## src/rtl/serial_add_sub.sv

```systemverilog
// Bit-serial add/subtract unit: one full-adder step per clock, LSB first,
// with the carry held in a register between bits. Result and NZCV flags update on completion.
module serial_add_sub #(
  parameter int WIDTH = 32
) (
  input  logic             clk,
  input  logic             reset,
  input  logic             start,
  input  logic             sub,
  input  logic [WIDTH-1:0] a,
  input  logic [WIDTH-1:0] b,
  output logic             busy,
  output logic             done,
  output logic [WIDTH-1:0] result,
  output logic [3:0]       flags
);

  localparam int CW = $clog2(WIDTH) + 1;
  localparam logic [CW-1:0] LAST_BIT = CW'(WIDTH - 1);

  typedef enum logic [1:0] {
    IDLE = 2'd0,
    RUN  = 2'd1,
    DONE = 2'd2
  } state_t;

  state_t          state;
  logic [WIDTH-1:0] a_sh;
  logic [WIDTH-1:0] b_sh;
  logic [WIDTH-1:0] acc;
  logic             carry;
  logic [CW-1:0]    cnt;

  // Full adder cell on the current LSBs and the registered carry.
  logic             sum_bit;
  logic             cout;
  logic [WIDTH-1:0] acc_next;

  always_comb begin
    sum_bit  = a_sh[0] ^ b_sh[0] ^ carry;
    cout     = (a_sh[0] & b_sh[0]) | (a_sh[0] & carry) | (b_sh[0] & carry);
    acc_next = {sum_bit, acc[WIDTH-1:1]};
  end

  // NOTE: all state uses non-blocking assignments so every register samples
  // pre-edge values; blocking here would chain the shift within one edge.
  always_ff @(posedge clk) begin
    if (reset) begin
      // NOTE: the datapath registers are cleared too, so a reset mid-op
      // leaves no stale partial sum or carry visible to the next operation.
      state  <= IDLE;
      a_sh   <= '0;
      b_sh   <= '0;
      acc    <= '0;
      carry  <= 1'b0;
      cnt    <= '0;
      busy   <= 1'b0;
      done   <= 1'b0;
      result <= '0;
      flags  <= 4'b0000;
    end else begin
      case (state)
        IDLE: begin
          done <= 1'b0;
          if (start) begin
            a_sh  <= a;
            b_sh  <= sub ? ~b : b;
            carry <= sub;
            cnt   <= '0;
            busy  <= 1'b1;
            state <= RUN;
          end
        end

        RUN: begin
          a_sh  <= a_sh >> 1;
          b_sh  <= b_sh >> 1;
          acc   <= acc_next;
          carry <= cout;
          cnt   <= cnt + 1'b1;
          if (cnt == LAST_BIT) begin
            // Carry into the MSB is the registered carry at this step, so V = carry ^ cout.
            result <= acc_next;
            flags  <= {sum_bit, (acc_next == '0), cout, carry ^ cout};
            done   <= 1'b1;
            state  <= DONE;
          end
        end

        DONE: begin
          done  <= 1'b0;
          busy  <= 1'b0;
          state <= IDLE;
        end

        default: begin
          done  <= 1'b0;
          busy  <= 1'b0;
          state <= IDLE;
        end
      endcase
    end
  end

endmodule

```

## config.mk

```make
export PLATFORM = sky130hd
export DESIGN_NAME = serial_add_sub
export DESIGN_NICKNAME = d
export VERILOG_FILES = /design/src/rtl/serial_add_sub.sv
export SDC_FILE = /design/constraint.sdc
export NUM_CORES = 1
export LEC_CHECK = 0
export CAP_MARGIN = 20
export CORE_ASPECT_RATIO = 2
export CORE_UTILIZATION = 48
export CTS_CLUSTER_DIAMETER = 40
export CTS_CLUSTER_SIZE = 30
export DETAILED_ROUTE_END_ITERATION = 12
export HOLD_SLACK_MARGIN = 0.15
export PLACE_DENSITY = 0.76
export SYNTH_ARGS = -nofsm -noshare
export SYNTH_HDL_FRONTEND = slang
export SYNTH_SLANG_ARGS = --single-unit
export TNS_END_PERCENT = 1
```

## constraint.sdc

```tcl
create_clock -name clk -period 1.7 [get_ports clk]
set_input_delay 0.425 -clock clk [delete_from_list [all_inputs] [get_ports clk]]
set_output_delay 0.425 -clock clk [all_outputs]
set_load 0.02 [all_outputs]
```

==> impl_metrics.csv <==
group,metric,value,unit
pwr,power.switching,2.068,mW
global_routing,grt_pass1_wl,24830,µm
final_layout,final_cell_area,0.008059,mm²
clock_tree,clk_latency,0.42,ns
critical_path,path_max_fanout,17,
pwr,p_sw_frac,0.2483,
synthesis,synth.net_count,819,
place,gp_congestion,0.7814,
place,portBuffers,105,
timing,finalCriticalPeriod,1.658,ns
floorplan,die-area,0.01337,mm²
clock_tree,ctsRootBufferMaster,"clkbuf_16",
critical_path,worstSetupStartpointType,"flip-flop",
global_routing,grt_max_degree,61,
final_layout,nets,903,
timing,slew_viol_final,0,
final_layout,fillerInstances,1090,
pwr,power_density,1034,mW/mm²
final_layout,antennaDiodeCount,0,
pwr,combPwrFrac,0.107,
floorplan,num_rows,58,
final_layout,area_growth,30.31,%
synthesis,ys_async_sr_fraction,0,
timing,skew,0.007169,ns
outcome,status,"complete, no violations",
critical_path,arrival,1.96,ns
timing,setup_ws,0.04174,ns
critical_path,rr_worst_depth,7,
pwr,intPower,6.261,mW
synthesis,seq_area_frac_synth,0.4564,
detailed_routing,via_per_inst,5.646,
clock_tree,cts.clk_slew.worst_paths,0.06,ns
final_layout,drive_above_1_share,0.1182,
final_layout,seq_area,0.002829,mm²
hold_path,min_path_type,"input port to flip-flop",
timing,fmaxAchievable,0.6030,GHz
synthesis,synth_seq_cells,141,
detailed_routing,via_count,5623,
critical_path,critPathTopFamily,"simple AND/OR/NAND/NOR gates",
detailed_routing,ant_nets,0,
synthesis,postSynthCellCount,749,
critical_path,cpPeakStageDelay,0.37,ns
clock_tree,cts_buffer_depth,2,
pwr,irDropWorstVdd,1036,µV
critical_path,critical_path_class,"flip-flop to flip-flop",
clock_tree,htreeDepth,4,
synthesis,synth_edf_count,0,
critical_path,worstReg2RegEnd,"result[16]",
critical_path,worstSetupStartpoint,"cnt[0]",
final_layout,layout_common_cells,"138 x dfxtp_1, 130 x nand2_1, 128 x nor2_1",
critical_path,path_cells,"ha_4, nand4_1, buf_4, or3_4, clkbuf_16, nand2_1, a21oi_1",
timing,hold_violations,0,
final_layout,layout_commonest_cell,"dfxtp_1",
pwr,power_frac_clock,0.469,
global_routing,grt_pass1_vias,5470,
clock_tree,tritoncts,"built",
timing,fin_setup_tns,0,ns
critical_path,rrSetupSlack,0.04,ns
floorplan,initial_utilization,0.4926,
detailed_routing,wl_per_cell,15.44,µm
critical_path,worstPathRequired,2.00,ns
job,maxCapViolCount,0,
clock_tree,clock-sinks,141,
pwr,power_leakage,3.183,nW
critical_path,worst_setup_path_end_kind,"flip-flop",
timing,worst_slew_pin_slew,0.8869,ns
place,post-dp-hpwl,9841,µm
clock_tree,postCtsHoldBufs,0,
detailed_routing,dr.first_iter.drc_count,383,
synthesis,synthDistinctLibCells,37,
floorplan,io_pins,106,
synthesis,synthFlopType,"dfxtp_1",
global_routing,grt_overflow,0,
critical_path,crit_cells,7,
timing,finalCritPeriodShare,0.9754,
critical_path,crit_buf_inv,2,
clock_tree,cts_buffers,17,
floorplan,core_area,0.01255,mm²
detailed_routing,wirelength,15380,µm
floorplan,die_h,162.5,µm
pwr,p_seq_frac,0.424,
global_routing,antenna_found_initial,0,
place,place_area,0.007381,mm²
final_layout,multiInputGateArea,0.002959,mm²
critical_path,cpMaxStageDelayCell,"dfxtp_4",
global_routing,track_usage,0.2391,
critical_path,critPathCapture,"result[16]",
synthesis,syn_area,0.006185,mm²
synthesis,syn_area_per_cell,8.257,µm²
timing,setup_viol,0,
critical_path,r2r_start,"cnt[0]",
floorplan,die_width,82.27,µm
place,post-place-ws,-0.1503,ns
detailed_routing,first_pass_iters,6,
synthesis,yosys_warnings,0,
detailed_routing,drc,0,
timing,slew_headroom,0.4087,
## flip-flops by register name, summed over array words and instances, names as in the netlist, 2 cells and up
| name | count |
|---|---|
| b_sh | 32 |
| a_sh | 32 |
| result | 32 |
| state | 2 |
| acc | 31 |
| flags | 3 |
| cnt | 6 |
## routing by layer
layer | wire, µm | vias up | GRT usage
met5 | 0 | - | 0
met4 | 537 | 0 | 0.1364
met3 | 734 | 41 | 0.04202
met2 | 8418 | 212 | 0.4181
met1 | 5693 | 2624 | 0.2609
li1 | - | 2746 | -
## power groups by stage
stage               Combinational, mW  Sequential, mW  Clock [mW]
detailed placement              0.885            3.60           0
CTS                             0.891            3.53        3.93
global route                    0.977            3.55        4.10
global placement                0.851            3.60           0
floorplan                       0.580            3.58           0
finish                          0.893            3.53        3.90
## worst min path at each step
stage | to | slack [ns] | depth (start not counted) | startpoint
2_1_floorplan | result[0] | 0.45 | 2 | acc[1]
3_3_place_gp | result[19] | 0.44 | 2 | result[19]
3_5_place_dp | result[17] | 0.45 | 2 | result[17]
4_1_cts | acc[30] | 0.41 | 2 | reset
5_1_grt | acc[30] | 0.42 | 2 | reset
6_report | acc[30] | 0.42 | 2 | reset
## synth_stat cells (2+ instances only)
cell,n,area share
nand2_1,130,0.079
nor2b_1,15,0.015
dfxtp_1,141,0.46
nor2_1,128,0.078
buf_6,8,0.015
buf_2,23,0.019
a21oi_1,112,0.091
a222oi_1,31,0.050
inv_1,19,0.012
o221a_2,16,0.029
nand4_1,3,0.0030
nand3b_1,2,0.0024
mux2i_1,2,0.0032
nor3_1,5,0.0040
nand3_1,3,0.0024
a2bb2oi_1,2,0.0028
a2111oi_2,13,0.032
xor2_1,32,0.045
nor4_1,8,0.0081
buf_4,5,0.0061
a211oi_1,3,0.0036
a22oi_1,3,0.0036
clkbuf_1,31,0.019
## logic make-up (layout without fill, tap and decap cells)
family / count (synthesis) / after routing / share of synthesized area
adder cells (fa/ha/maj): 2 / 2 / 0.005260
buffers and inverters: 87 / 184 / 0.07020
AO/OA/AOI/OAI: 184 / 184 / 0.2165
AND/OR/NAND/NOR: 300 / 300 / 0.2017
multiplexers: 2 / 2 / 0.003237
XOR/XNOR: 33 / 33 / 0.04673
flip-flops: 141 / 141 / 0.4564
## per-stage QoR
stage | hold slack [ns] | utilization | total power, mW | cells
final | 0.4160 | 0.6419 | 8.329 | 996
after global routing | 0.4189 | 0.6419 | 8.629 | 996
after CTS | 0.4091 | 0.6336 | 8.353 | 992
after detailed placement | 0.4476 | 0.5879 | 4.487 | 960
after global placement | 0.4437 | 0.5879 | 4.447 | 960
after floorplan | 0.4453 | - | 4.155 | 749
## repair_timing
| action | 4_1_cts | 5_1_grt |
|---|---|---|
| setup buffers | 0 | 2 |
| setup endpoints to repair | 38 | 35 |
| pin swaps | 0 | 2 |
| resized for setup | 38 | 7 |
| gates cloned | 0 | 2 |
| hold endpoints to repair | 0 | 0 |
## worst register-to-register path, stage by stage, from the launching register on
cell and delay (ns):
dfxtp_4 0.37, ha_4 0.13, nand4_1 0.15, buf_4 0.19
or3_4 0.37, clkbuf_16 0.20, nand2_1 0.08, a21oi_1 0.07
## cell type report
type / instances / share of cell area
clock buffers: 19 / 0.05496
clock inverters: 13 / 0.02220
inverters: 19 / 0.008850
multi-input cells: 521 / 0.3672
flip-flops and latches: 141 / 0.3510
well taps: 150 / 0.02329
repair buffers: 133 / 0.1725
Power figures use the tool's default switching activity.
